## config.mk

```make
export PLATFORM = sky130hd
export DESIGN_NAME = jzjpcc_memory_arbiter
export DESIGN_NICKNAME = d
export VERILOG_FILES = /design/src/rtl/jzjpcc_memory_arbiter.sv
export SDC_FILE = /design/constraint.sdc
export NUM_CORES = 1
export LEC_CHECK = 0
export CAP_MARGIN = 20
export CORE_AREA = 2 2 84 86
export CTS_BUF_LIST = sky130_fd_sc_hd__clkbuf_16
export CTS_CLUSTER_SIZE = 28
export DETAILED_ROUTE_END_ITERATION = 10
export DIE_AREA = 0 0 86 88
export PLACE_DENSITY = 0.8
export SLEW_MARGIN = 40
export SYNTH_ARGS = -nofsm -noshare
export SYNTH_HDL_FRONTEND = slang
export SYNTH_SLANG_ARGS = --single-unit
```

## constraint.sdc

```tcl
create_clock -name clock -period 1.95 [get_ports clock]
set_input_delay 0.585 -clock clock [delete_from_list [all_inputs] [get_ports clock]]
set_output_delay 0.585 -clock clock [all_outputs]
set_load 0.05 [all_outputs]
```

## src/rtl/jzjpcc_memory_arbiter.sv

```systemverilog
// Single-port RAM arbiter between instruction fetch and load/store, with a one-cycle read pipeline.
// Define JZJPCC_ARBITER_STARVATION_GUARD_EN to force a fetch grant after MAX_DATA_BURST conflicting data wins.
module jzjpcc_memory_arbiter #(
    parameter int RAM_A_WIDTH    = 12,
    parameter int MAX_DATA_BURST = 4
) (
    input  logic                   clock,
    input  logic                   reset,
    input  logic                   fetchReq,
    input  logic [RAM_A_WIDTH-1:0] fetchAddr,
    output logic                   fetchGrant,
    output logic                   fetchValid,
    output logic [31:0]            fetchData,
    output logic                   stall_fetch,
    input  logic                   dataReq,
    input  logic                   dataWrite,
    input  logic [RAM_A_WIDTH-1:0] dataAddr,
    input  logic [31:0]            dataWriteData,
    input  logic [3:0]             dataByteEnable,
    output logic                   dataGrant,
    output logic                   dataValid,
    output logic [31:0]            dataReadData,
    output logic [RAM_A_WIDTH-1:0] ramAddr,
    output logic                   ramWriteEnable,
    output logic [3:0]             ramByteEnable,
    output logic [31:0]            ramWriteData,
    input  logic [31:0]            ramReadData
);

    typedef enum logic [1:0] {IDLE, FETCH_PEND, DATA_RD_PEND, DATA_WR_PEND} state_t;

    state_t state;
    logic   force_fetch;

    if (RAM_A_WIDTH < 1 || RAM_A_WIDTH > 29) begin : g_bad_addr_width
        $error("jzjpcc_memory_arbiter: RAM_A_WIDTH must be 1..29");
    end
    if (MAX_DATA_BURST < 1 || MAX_DATA_BURST > 15) begin : g_bad_burst
        $error("jzjpcc_memory_arbiter: MAX_DATA_BURST must be 1..15");
    end

`ifdef JZJPCC_ARBITER_STARVATION_GUARD_EN
    logic [3:0] conflict_count;

    assign force_fetch = fetchReq & dataReq & (conflict_count == 4'(MAX_DATA_BURST));

    // Counts consecutive cycles where data beat a waiting fetch; any fetch grant or idle fetch restarts it.
    always_ff @(posedge clock) begin
        if (reset || fetchGrant || !fetchReq)
            conflict_count <= '0;
        else if (dataGrant)
            conflict_count <= conflict_count + 4'd1;
    end
`else
    assign force_fetch = 1'b0;
`endif

    assign fetchGrant  = ~reset & fetchReq & (~dataReq | force_fetch);
    assign dataGrant   = ~reset & dataReq & ~force_fetch;
    assign stall_fetch = fetchReq & ~fetchGrant;

    always_comb begin
        ramAddr        = fetchAddr;
        ramWriteEnable = 1'b0;
        ramByteEnable  = 4'b0000;
        ramWriteData   = '0;
        if (dataGrant) begin
            ramAddr        = dataAddr;
            ramWriteEnable = dataWrite;
            ramByteEnable  = dataByteEnable;
            ramWriteData   = dataWriteData;
        end
    end

    // The state records who owns the RAM read port in the following cycle.
    always_ff @(posedge clock) begin
        if (reset)
            state <= IDLE;
        else if (fetchGrant)
            state <= FETCH_PEND;
        else if (dataGrant)
            state <= dataWrite ? DATA_WR_PEND : DATA_RD_PEND;
        else
            state <= IDLE;
    end

    // Valids are masked during reset so a response that was in flight is dropped.
    assign fetchValid   = ~reset & (state == FETCH_PEND);
    assign dataValid    = ~reset & ((state == DATA_RD_PEND) | (state == DATA_WR_PEND));
    assign fetchData    = fetchValid ? ramReadData : 32'h0;
    assign dataReadData = (~reset & (state == DATA_RD_PEND)) ? ramReadData : 32'h0;

endmodule

```

==> flow_summary.ini <==
[place]
placed_cells_incl_taps = 465
place_hpwl_mm = 6.56
place_congestion = 0.755
portBuffers = 214

[power_and_ir_drop]
ir_drop_mv = 0.286
p_total_mw = 1.70
p_leak_nw = 2.26
power_density_nw_per_um2 = 312

[timing]
worst_pin_slew_ps = 210
finalCriticalPeriod_ps = 2200
fmax_ghz = 0.454
drv_slew = 0
fin_crit_sh_pct = 113
hold_viol = 0
rsz0062_at_grt = true
setup_slack_ps = -253
max_slew_margin_pct = 86.0
setup_violations = 117

[flow_run]
maxCapViolCount = 0

[layout]
fin_cells = 476
reg.largest.list = state x2
largest_register_ffs = 2
final_util_pct = 82.0
drive_gt1_share_pct = 75.3
syn_to_final_growth_pct = 424
n_antenna_cell = 0
layout.nets = 495
regMostFlops = state

[yosys]
synth_area_um2 = 1040
yosysTopAreaCell = nor2_1
synthCells = 172
synth_cell_types = 15
syn_nets = 269
syn_area_per_cell_um2 = 6.05
yosys-top-cells-count = nor2_1, and2_1, nand2b_1
synth_most_common_cell = nor2_1
yosysWarningCount = 0
synth_top_area_share_pct = 23.8
synth.yosys.seq_area_share_pct = 3.85
synth.area.top_cells = nor2_1, and2_1, nand2b_1
synthArstFlopShare_pct = 0
ys.flop_type = dfxtp_1
synth_edf_count = 0
ys_ff_latch = 2

[setup_path]
crit_fanout = 7
slowest_delay_ps = 320
path_common_cell = buf_12
critical_path_class = in -> out
slowest_stage = mux2_4
worstPathRequired_ps = 1360
worstSetupStartpointType = primary input
cpLargestDelayFamily = buffers and inverters
arrival_ps = 1620
worstSetupStartpoint = reset
cp_cell_sequence = buf_6 -> and2b_4 -> buf_12 -> mux2_4 -> buf_12
crit_buf_inv = 3
end_kind = output pin

[global_routing]
antenna_found_initial = 0
grtUsageTotal_pct = 20.2
use_met2_pct = 41.3
grtUsageMet1_pct = 19.6
gr-usage-met3_pct = 6.41
grt_pass1_wl_mm = 11.8
grt_max_degree = 18
overflow = 0
busiest_layer = met2
grt_pass1_vias = 2222

[routing]
initialDrtViolationCount = 16
wire_per_inst_um = 17.3
drt_first_pass_iters = 3
routed_wirelength_mm = 8.23
num_vias = 2092
drtAntennaViolNets = 0
vias_per_cell = 4.39
drc = 0

[clocking]
ctsRootBufferMaster = clkbuf_16
cts_tree = done
clk_pin_slew_ps = 30
htreeDepth = 1
cts.path.max_buffers = 2
clock-sinks = 2
cts_made_buffers = 3

[floorplanning]
io_pins = 215
die_area_um2 = 7570
die_x_um = 86
die_h_um = 88
core_um2 = 6640
rows = 30
initial_core_util_pct = 15.6

[outcome]
violations = negative setup slack
outcome = finished, violations left

[min_path]
min_path_type = in -> reg
min_from = dataReq
## metal layers
layer,part of all wire [%],vias up
li1,-,976
met2,58,129
met1,32,977
met4,1.4,0
met5,0,-
met3,9.1,10
## cell usage in the layout (no fill, tap or decap), drive strengths merged
cell,instances
o21a,1
clkbuf,5
and2,37
clkdlybuf4s50,72
and2b,1
bufbuf,2
buf,139
nor2,66
mux2i,1
dfxtp,2
nand2b,34
dlygate4sd2,22
nor2b,1
mux2,12
nor3b,1
## cell families (layout without fill, tap and decap cells)
| kind of cell | after synthesis | after routing | synth area share, % |
|---|---|---|---|
| DFF | 2 | 2 | 3.85 |
| and+or+nand+nor | 140 | 140 | 68.8 |
| AOI/OAI and AO/OA | 1 | 1 | 0.722 |
| buffers and inverters | 16 | 240 | 8.30 |
| muxes | 13 | 13 | 18.3 |
## area by class of cell
class	count	area (um^2)
sequential	2	40.0
timing repair buffer	237	3460
tap	80	100
fill	359	1190
multi-input combinational	154	1780
clock buffer	3	75.1
## worst min-delay path, stage by stage
cell and delay (ps):
buf_2 100, buf_4 140, mux2i_1 80, nor2_1 80
## worst paths after layout
check,to,slack [ps],cells past startpoint
max,ramAddr[8],-250,5
min,state[0],790,4
## timing repair
item | 4_1_cts | 5_1_grt
gates cloned | 3 | 2
resized for setup | 129 | 13
setup buffers | 1 | 2
hold buffers | 0 | 0
pin swaps | 41 | 13
setup endpoints to repair | 118 | 118
## report_power, final
part	switching [mW]	leakage [nW]	internal [mW]
sequential	0.00297	0.0167	0.0438
combinational	0.646	2.21	0.696
clock	0.0489	0.0370	0.261
total	0.698	2.26	1.00
## per-stage QoR
| stage | setup WS, ps | TNS, ps | cell area [um^2] | hold slack (ps) |
|---|---|---|---|---|
| after CTS | -271 | -14420 | 5340 | 798 |
| after floorplan | -198 | -1190 | 1700 | 729 |
| after global routing | -276 | -17460 | 5450 | 841 |
| final | -253 | -14450 | 5450 | 792 |
| after global placement | -547 | -51940 | 4840 | 1230 |
| after detailed placement | -581 | -54610 | 4840 | 1230 |
(Power assumes the default switching activity.)
